### config.mk
export PLATFORM = sky130hd
export DESIGN_NAME = uart_rx
export DESIGN_NICKNAME = d
export VERILOG_FILES = /design/src/rtl/uart_rx_pkg.sv /design/src/rtl/uart_rx_sync_2ff.sv /design/src/rtl/uart_rx.sv
export SDC_FILE = /design/constraint.sdc
export NUM_CORES = 1
export LEC_CHECK = 0
export CORE_MARGIN = 2
export CORE_UTILIZATION = 45
export CTS_BUF_LIST = sky130_fd_sc_hd__clkbuf_4
export DETAILED_ROUTE_END_ITERATION = 16
export PLACE_DENSITY = 0.71
export SYNTH_ARGS = -nofsm -noshare
export SYNTH_HDL_FRONTEND = slang
export SYNTH_SLANG_ARGS = --single-unit
### constraint.sdc
create_clock -name i_clk -period 1.65 [get_ports i_clk]
set_clock_uncertainty 0.05 [all_clocks]
set_input_delay 0.2475 -clock i_clk [delete_from_list [all_inputs] [get_ports i_clk]]
set_output_delay 0.2475 -clock i_clk [all_outputs]
set_load 0.02 [all_outputs]
### src/rtl/uart_rx_pkg.sv
// Shared UART receiver definitions: oversampling constants and RX state encoding.
package uart_rx_pkg;

  // 16 oversample ticks per bit period.
  localparam int OVERSAMPLE = 16;

  // Tick count in START at which the line is sampled (mid start bit).
  localparam logic [3:0] MID_SAMPLE = 4'd7;

  // Last tick count of a full bit period.
  localparam logic [3:0] LAST_TICK = 4'(OVERSAMPLE - 1);

  // Receiver states; encodings are shared with the transmitter side.
  typedef enum logic [1:0] {
    ST_IDLE  = 2'd0,
    ST_START = 2'd1,
    ST_DATA  = 2'd2,
    ST_STOP  = 2'd3
  } rx_state_e;

endpackage

### src/rtl/uart_rx_sync_2ff.sv
// Two-flop synchronizer for a single asynchronous input bit.
module sync_2ff #(
  parameter logic RST_VAL = 1'b1
) (
  input  logic i_clk,
  input  logic i_reset,
  input  logic i_d,
  output logic o_q
);

  logic meta_q;
  logic sync_q;

  // Two back-to-back flops; both reset to the line's idle level.
  always_ff @(posedge i_clk or posedge i_reset) begin
    if (i_reset) begin
      meta_q <= RST_VAL;
      sync_q <= RST_VAL;
    end else begin
      meta_q <= i_d;
      sync_q <= meta_q;
    end
  end

  assign o_q = sync_q;

endmodule

### src/rtl/uart_rx.sv
// UART receiver: 16x oversampled, LSB first, 1 start bit, NB_DATA data bits,
// NB_STOP stop bits, no parity. Reports each frame with a one-cycle done
// pulse plus a framing-error flag; data and flag hold until the next frame.
module uart_rx
  import uart_rx_pkg::*;
#(
  parameter int NB_DATA = 8,
  parameter int NB_STOP = 1
) (
  input  logic               i_clk,
  input  logic               i_reset,
  input  logic               i_tick,
  input  logic               i_rx,
  output logic [NB_DATA-1:0] o_rx_data,
  output logic               o_rx_done,
  output logic               o_frame_err
);

  localparam logic [3:0] LAST_DATA = 4'(NB_DATA - 1);
  localparam logic [3:0] LAST_STOP = 4'(NB_STOP - 1);

  logic rx_s;

  rx_state_e          state_q, state_d;
  logic [3:0]         tick_q, tick_d;
  logic [3:0]         bit_q, bit_d;
  logic [NB_DATA-1:0] shreg_q, shreg_d;
  logic               err_q, err_d;
  logic [NB_DATA-1:0] data_q, data_d;
  logic               done_q, done_d;
  logic               ferr_q, ferr_d;
  logic [NB_DATA:0]   shift_w;

  sync_2ff #(
    .RST_VAL (1'b1)
  ) u_sync_rx (
    .i_clk   (i_clk),
    .i_reset (i_reset),
    .i_d     (i_rx),
    .o_q     (rx_s)
  );

  // State, counters, shift register and registered outputs.
  always_ff @(posedge i_clk or posedge i_reset) begin
    if (i_reset) begin
      state_q <= ST_IDLE;
      tick_q  <= '0;
      bit_q   <= '0;
      shreg_q <= '0;
      err_q   <= 1'b0;
      data_q  <= '0;
      done_q  <= 1'b0;
      ferr_q  <= 1'b0;
    end else begin
      state_q <= state_d;
      tick_q  <= tick_d;
      bit_q   <= bit_d;
      shreg_q <= shreg_d;
      err_q   <= err_d;
      data_q  <= data_d;
      done_q  <= done_d;
      ferr_q  <= ferr_d;
    end
  end

  // Next-state logic: all counters advance only on oversample ticks, so any
  // gap in i_tick simply freezes the frame in progress.
  always_comb begin
    state_d = state_q;
    tick_d  = tick_q;
    bit_d   = bit_q;
    shreg_d = shreg_q;
    err_d   = err_q;
    data_d  = data_q;
    done_d  = 1'b0;
    ferr_d  = ferr_q;
    // Incoming bit enters at the MSB; after NB_DATA shifts bit 0 is at the LSB.
    shift_w = {rx_s, shreg_q};

    case (state_q)
      ST_IDLE: begin
        tick_d = '0;
        if (!rx_s) begin
          state_d = ST_START;
          err_d   = 1'b0;
        end
      end

      ST_START: begin
        if (i_tick) begin
          if (tick_q == MID_SAMPLE) begin
            tick_d = '0;
            if (!rx_s) begin
              bit_d   = '0;
              state_d = ST_DATA;
            end else begin
              // Line went back high before mid start bit: treat as a glitch.
              state_d = ST_IDLE;
            end
          end else begin
            tick_d = tick_q + 4'd1;
          end
        end
      end

      ST_DATA: begin
        if (i_tick) begin
          if (tick_q == LAST_TICK) begin
            tick_d  = '0;
            shreg_d = shift_w[NB_DATA:1];
            if (bit_q == LAST_DATA) begin
              bit_d   = '0;
              state_d = ST_STOP;
            end else begin
              bit_d = bit_q + 4'd1;
            end
          end else begin
            tick_d = tick_q + 4'd1;
          end
        end
      end

      ST_STOP: begin
        if (i_tick) begin
          if (tick_q == LAST_TICK) begin
            tick_d = '0;
            if (!rx_s) begin
              err_d = 1'b1;
            end
            if (bit_q == LAST_STOP) begin
              // Frame complete: deliver data even on a framing error.
              bit_d   = '0;
              state_d = ST_IDLE;
              done_d  = 1'b1;
              data_d  = shreg_q;
              ferr_d  = err_q | ~rx_s;
            end else begin
              bit_d = bit_q + 4'd1;
            end
          end else begin
            tick_d = tick_q + 4'd1;
          end
        end
      end

      default: begin
        state_d = ST_IDLE;
        tick_d  = '0;
        bit_d   = '0;
      end
    endcase
  end

  assign o_rx_data   = data_q;
  assign o_rx_done   = done_q;
  assign o_frame_err = ferr_q;

endmodule
Word level (Yosys, flattened, before mapping) --
Cells that the tools add are included.
Word-level totals: flip-flop bits (word level) 31
Operators by class: $add $sub $neg 2, muxes and demuxes 35, reductions and logical operators 11, eq/ne operators 18, bitwise gates (word level) 2
Operator list (count):
- $mux W4 | 13
- $pmux W4 S3 | 2
- $ne A2 B2 Y1 const B | 11
- $mux W2 | 10
- $reduce_and A9 Y1 | 1
- $add A4 B1 Y4 const B | 2
- $eq A4 B3 Y1 const B | 2
- $mux W1 | 8
- $pmux W2 S4 | 1
- $reduce_and A8 Y1 | 1
- $reduce_and A5 Y1 | 1
- $eq A2 B2 Y1 const B | 2
- $eq A4 B4 Y1 const B | 1
- $logic_not A4 Y1 | 1
- $reduce_and A4 Y1 | 1
- $reduce_and A3 Y1 | 1
- $reduce_bool A3 Y1 | 1
- $eq A2 B1 Y1 const B | 1
- $logic_not A2 Y1 | 1
- $ne A2 B1 Y1 const B | 1
- $pmux W1 S2 | 1
- $reduce_and A2 Y1 | 1
- $reduce_bool A2 Y1 | 1
- $reduce_or A2 Y1 | 1
- 2 further kinds | 2

Longest topological paths before layout --
Gate-level depths: netlist (run 1).
depth after elaboration 5, gate-level depth with buffers 7, depth with buffers taken out 6

Cells and area by module --
Synthesis (run 1) repeated with hierarchy kept, for this count alone.
Unflattened totals: cells, all modules 121, area total of the unflattened synthesis 1473.9 um^2
By module, submodules not included:
- uart_rx | times used 1, area each 1417.6 um^2, cells each 118, seq. area each 725.7 um^2
- sync_2ff | times used 1, area each 56.3 um^2, cells each 3, seq. area each 52.6 um^2

Worst setup path before layout (run 1) --
OpenSTA, ideal clock, no wires.
path kind register to register, start point register tick_q[0], end point register data_q[1], in the netlist o_rx_data[1], cell stages (with the launch flop) 6, slack 0.024 ns, period minus slack after synthesis 1.626 ns, arrival 1.451 ns, buffers on the path 1, path through dfrtp_1 ha_1 and3_4 and3_4 buf_12 mux2_4
Between the ends: longest elaborated chain between the ends 2
Ends and longest elaborated chain:
- start, declared | line uart_rx.sv:25 | logic [3:0] tick_q, tick_d;
- start signal, assigned | line uart_rx.sv:56 | tick_q <= tick_d;
- $eq A4 B4 Y1 | line uart_rx.sv:125 | if (tick_q == LAST_TICK) begin
- $reduce_and A4 Y1 (no line)
- end signal, assigned | line uart_rx.sv:60 | data_q <= data_d;
- end, declared | line uart_rx.sv:29 | logic [NB_DATA-1:0] data_q, data_d;
Every way passes these cells. A chain may end at the register's enable or synchronous reset.

Worst setup path after layout (run 1) --
start point register bit_q[1], end point register data_q[0], in the netlist o_rx_data[0]
Between the ends: longest elaborated chain between the ends 2
Ends and longest elaborated chain:
- start, declared | line uart_rx.sv:26 | logic [3:0] bit_q, bit_d;
- start signal, assigned | line uart_rx.sv:57 | bit_q <= bit_d;
- $logic_not A4 Y1 | line uart_rx.sv:130 | if (bit_q == LAST_STOP) begin
- $reduce_and A4 Y1 (no line)
Every way passes these cells.

==> metrics.txt, run 1 <==
status finished, final reports clean; Relative slew margins 72.8%; HP Class input port to asynchronous set/reset pin; # rows 20; flops & latches, synth 31; H-tree levels 2; clock-pin slew on the worst setup and hold paths ~100 ps; largest area contributor in the netlist dfrtp_1; pwr dens roughly 1100 nW/um^2; post-route clock period utilization 97.8%; Routed wire per std cell 14.8 microns; Peak VDD IR 0.757 mV; GPL Wtd Cong 0.783; Final nets 160; ANT cells 0; syn_area_per_cell between 10 and 15 sq um; Syn Std Cell Area approximately 1400 sq um; Clock Sinks 31; Post-route DRC 0; warning count from the yosys run 0; WP data arrival 1790 ps; die area about 3700 sq um; number of flops mapped to enable cells by yosys 0; Synthesized Nets 125; Overflow after GRT 0; DR vias approximately 1,000; Leak 0.864 nW; Synth-to-Final Area Change 28.3%; max-slew violations 0; HPWL after DPL 1990 microns; Post-CTS Hold Buffers 0; clock latency at the later pin of the worst-skew pair approximately 330 ps; Via density roughly 5.2; grt met3 use 5.33%; core area 3050 sq um; Final ANT Viol Nets 0; die width 60.7 microns; cells after synthesis 118; Worst Setup Path Type flop to flop; Fmax achieved 619 MHz; clock buffer count from CTS 5; CP Launch Type flop; RSZ-0062 raised after global routing yes; starting density of the core 47.4%; first-pass GRT wire length about 4900 microns; count of final hold-check violations 0; largest net degree at the start of global routing 32; Setup TNS 0 ps; vias in the first global route 1,039; top-area cell type share of the netlist area 50.1%; TritonCTS clock tree yes; IO Pins 14; Detailed Route WL 2940 microns; CP Max Fanout 5; min cycle time layout 1610 ps; DRT Pass-1 Iters 4; gr usage total 18.5%; IO Port Bufs 13; commonest non-fill, non-tap cell in the layout dfrtp_1; GR Util met1 21.5%; Required @ worst endpoint 1820 ps; sequential area share after synthesis about 54%; Worst-Margin Slew between 400 and 500 ps; post-synth cell types 35; share of cells above drive strength 1 40.3%; ys async rst share 100%; fin area 1860 sq um; maxcap violations 0; top cells by area, synth dfrtp_1, mux2_2, mux2_4, dfstp_2, o21ai_0; Clock Tree Root clkbuf_4; placed cell area 1720 sq um; initial antenna violation count 0; final setup vio count 0; Clock Path Buffers 2; most frequent cells in the layout dfrtp_1, buf_4, clkdlybuf4s50_1, mux2_2, nand2_1; prevailing post-synth register cell dfrtp_1; CP endpoint kind flop; DR iter-0 viols 12; die height 60.7 microns; met2 Usage GRT 31.2%; global routing's busiest layer met2
## critical path: stages, from the launching register on
cell and delay, ps:
dfrtp_1 400, inv_2 70, ha_4 130, and4bb_2 260, and3_4 250, mux2_2 340
## state kept, by name, indices dropped and copies added (netlist names), named ones only
| register | flops |
|---|---|
| u_sync_rx.o_q | 1 |
| err_q | 1 |
| state_q | 1 |
| bit_q | 4 |
| tick_q | 4 |
| o_rx_done | 1 |
| o_frame_err | 1 |
| o_rx_data | 8 |
| u_sync_rx.meta_q | 1 |
| shreg_q | 8 |
## final timing paths
check	slack, ps	endpoint	from	depth (start not counted)
setup reg to reg	40	o_rx_data[0]	bit_q[1]	5
min in group i_clk	270	u_sync_rx.meta_q	i_rx	1
max in group asynchronous	990	u_sync_rx.o_q	i_reset	3
setup / recovery	40	o_rx_data[0]	bit_q[1]	5
hold / removal	240	tick_q[1]	i_reset	3
hold reg to reg	310	u_sync_rx.o_q	u_sync_rx.meta_q	0
## Yosys cell counts (all sizes together) (2+ instances only)
library cell / instances
clkbuf: 2
buf: 3
dfrtp: 29
nand3: 6
inv: 4
ha: 3
nand2: 10
o21ai: 8
o21a: 2
mux2: 17
dfstp: 2
nor2: 10
nor4b: 2
o31ai: 3
and3: 2
## logic make-up after synthesis
kind of cell / after synthesis / share of synthesized area (%)
AOI/OAI and AO/OA: 20 / 8.99
xor gates and xnor gates: 1 / 0.605
adders and majority gates: 3 / 2.59
buffers and inverters: 9 / 4.06
DFF: 31 / 53.8
muxes: 18 / 15.5
and+or+nand+nor: 36 / 14.5
## layer usage
metal,wire length (microns),vias up
met4,59,0
met1,1200,508
li1,-,487
met3,142,10
met5,0,-
met2,1540,32
## area by class of cell
class	instances	area [sq um]
fillers	262	1200
flip-flops and latches	31	778
multi-input cells	79	672
repair buffers	32	279
well taps	44	55.1
clock buffers	7	52.6
inverters	4	15.0
clock inverters	1	5.00
## report_power, final
| part | switching (mW) | total (mW) | leakage [nW] | internal, mW |
|---|---|---|---|---|
| registers | 0.0709 | 0.918 | 0.413 | 0.848 |
| clock network | 0.248 | 0.447 | 0.0361 | 0.199 |
| logic | 0.344 | 0.667 | 0.415 | 0.323 |
| total | 0.663 | 2.03 | 0.864 | 1.37 |
## timing repair
action,in CTS,in global routing
pin swaps,0,5
setup endpoints to repair,2,15
setup buffers,0,2
gates resized for setup,1,13
cloned,1,0
## metrics by stage
stage | hold slack (ps) | std cells | worst slack [ps] | utilization [%] | power, mW
finish | 241 | 198 | 35.6 | 60.8 | 2.03
global route | 268 | 198 | -36.9 | 60.8 | 2.16
CTS | 255 | 197 | -8.25 | 58.7 | 2.03
detailed placement | 297 | 188 | -134 | 56.5 | 1.56
global placement | 296 | 188 | -116 | 56.5 | 1.51
floorplan | 202 | 118 | 23.8 | - | 1.28
Note: power is estimated with default switching activity, not from simulation.
==> run 2: changes to the inputs <==
Settings changed: SLEW_MARGIN from default to 15.
==> results of run 2 <==
Final layout, timing and power as in run 1 (identical DEF).
==> run 3: changes to the inputs <==
Settings changed: RECOVER_POWER from default to 50.
==> run 3 against run 2 <==
  * Sequential share of layout area grew 0.057 points
  * Routed wire length barely moved
  * Die area stayed put
  * Critical path type unchanged
  * Largest power group unchanged
  * Largest cell class unchanged
==> metrics.txt, run 3 (synthesis gave the netlist of run 1 again) <==
Leak 0.864 nW (about the same); initial antenna violation count 0 (unchanged); gr usage total 18.5% (unchanged); die width 60.7 microns (unchanged); Detailed Route WL 2940 microns (about the same); placed cell area 1720 sq um (unchanged); ANT cells 0 (unchanged); core area 3050 sq um (unchanged); vias in the first global route 1,039 (unchanged); RSZ-0062 raised after global routing yes; worst setup margin 35.6 ps (unchanged); DR vias 1,037 (unchanged); clock latency at the later pin of the worst-skew pair 330 ps (about the same); Worst-Margin Slew 752 ps (+349 ps); Synth-to-Final Area Change 28.1%; CP Launch Type flop; largest net degree at the start of global routing 32 (unchanged); Switch Pwr 663 uW (about the same); Setup TNS 0 ps (unchanged); pwr dens 1090 nW/um^2 (about the same); WP data arrival 1790 ps (about the same); H-tree levels 2 (unchanged); Final ANT Viol Nets 0 (unchanged); count of final hold-check violations 0 (unchanged); status finished, final reports clean; min cycle time layout 1610 ps (unchanged); clock power share 22.0% (about the same); Routed wire per std cell 14.8 microns (about the same); Required @ worst endpoint 1820 ps (about the same); clock buffer count from CTS 5 (unchanged); maxcap violations 0 (unchanged); most frequent cells in the layout dfrtp_1, buf_4, mux2_2, clkdlybuf4s50_1, nand2_1; Worst Setup Path Type flop to flop; HPWL after DPL 1990 microns (unchanged); Clock Sinks 31 (unchanged); max-slew violations 0 (unchanged); slowest cell on the critical path dfrtp_1; Post-Layout Cell Count 198 (unchanged); placed instance count 188 (unchanged); Post-route DRC 0 (unchanged); starting density of the core 47.4% (unchanged); die height 60.7 microns (unchanged); CP Max Fanout 5 (unchanged); final setup vio count 0 (unchanged); TritonCTS clock tree yes; # rows 20 (unchanged); HP Class flop to flop; first-pass GRT wire length 4850 microns (unchanged); Overflow after GRT 0 (unchanged); Hold Worst Slack 309 ps (+67.8 ps); Via density 5.24 (unchanged); clock-pin slew on the worst setup and hold paths 100 ps (about the same); Peak VDD IR 0.757 mV (about the same); Post-CTS Hold Buffers 0 (unchanged); Clock Tree Root clkbuf_4; Fmax achieved 619 MHz (unchanged); Clock Path Buffers 2 (unchanged); Relative slew margins 49.9% (-23 points); Final nets 160 (unchanged); fin area 1850 sq um (-0.13%); reg-to-reg slack, setup 40 ps (about the same); switching share of power 32.6% (about the same); commonest non-fill, non-tap cell in the layout dfrtp_1; Logic pwr share 32.7% (about the same); crit path cell chain inv_2, ha_4, and4bb_2, and3_4, mux2_2; post-route clock period utilization 97.8% (unchanged); CP max stage delay 400 ps (about the same); DRT Pass-1 Iters 4 (unchanged); CP endpoint kind flop; GPL Wtd Cong 0.783 (unchanged); IO Pins 14 (unchanged); DR iter-0 viols 12 (unchanged); register share of total power 45.2% (about the same); dpl ws -134 ps (unchanged); share of cells above drive strength 1 40.3% (unchanged); IO Port Bufs 13 (unchanged); die area 3690 sq um (unchanged); Cell Int Power 1.37 mW (-0.13%)
-- run 3: path summary, 6_finish.rpt --
kind / startpoint / depth (start not counted) / endpoint
setup / recovery: bit_q[1] / 5 / o_rx_data[0]
hold / removal: u_sync_rx.meta_q / 0 / u_sync_rx.o_q
setup reg to reg: bit_q[1] / 5 / o_rx_data[0]
hold reg to reg: u_sync_rx.meta_q / 0 / u_sync_rx.o_q
max in group asynchronous: i_reset / 3 / state_q[0]
min in group asynchronous: i_reset / 3 / tick_q[1]
-- run 3: timing repair --
item / in CTS / in global routing
resized for setup: 1 / 13
setup buffers: 0 / 2
cloned: 1 / 0
pin swaps: 0 / 5
setup endpoints to repair: 2 / 15
-- run 3: per-stage QoR --
stage	util, %	power, mW
6_report	60.7	2.03
5_1_grt	60.7	2.16
3_3_place_gp	56.5	1.51
3_5_place_dp	56.5	1.56
2_1_floorplan	-	1.28
4_1_cts	58.7	2.03
-- run 3: power groups by stage --
| stage | clock network, mW | registers (mW) | logic (mW) |
|---|---|---|---|
| after global routing | 0.501 | 0.926 | 0.731 |
| after global placement | 0 | 0.924 | 0.584 |
| after floorplan | 0 | 0.938 | 0.345 |
| final | 0.447 | 0.918 | 0.665 |
| after CTS | 0.467 | 0.912 | 0.651 |
| after detailed placement | 0 | 0.926 | 0.633 |
-- run 3: layer usage --
layer	part of all wire [%]	track usage [%]	vias to the layer above	wire length (microns)
met5	0	0	-	0
met4	2.0	9.01	0	59
met3	4.8	5.33	10	142
met2	52	31.2	32	1530
met1	41	21.5	508	1200
li1	-	-	487	-
-- run 3: area by class of cell --
cell class / count / area [sq um]
multi-input combinational: 79 / 672
clock inverter: 1 / 5.00
fill: 263 / 1200
clock buffer: 7 / 52.6
tap: 44 / 55.1
timing repair buffer: 32 / 277
inverter: 4 / 15.0
sequential: 31 / 778
-- run 3: critical path, delay by kind of cell (launching register included) --
| family | cells | cell delay (ps) |
|---|---|---|
| adders and majority gates | 1 | 130 |
| buffers and inverters | 1 | 70 |
| DFF | 1 | 400 |
| muxes | 1 | 340 |
| and+or+nand+nor | 2 | 510 |
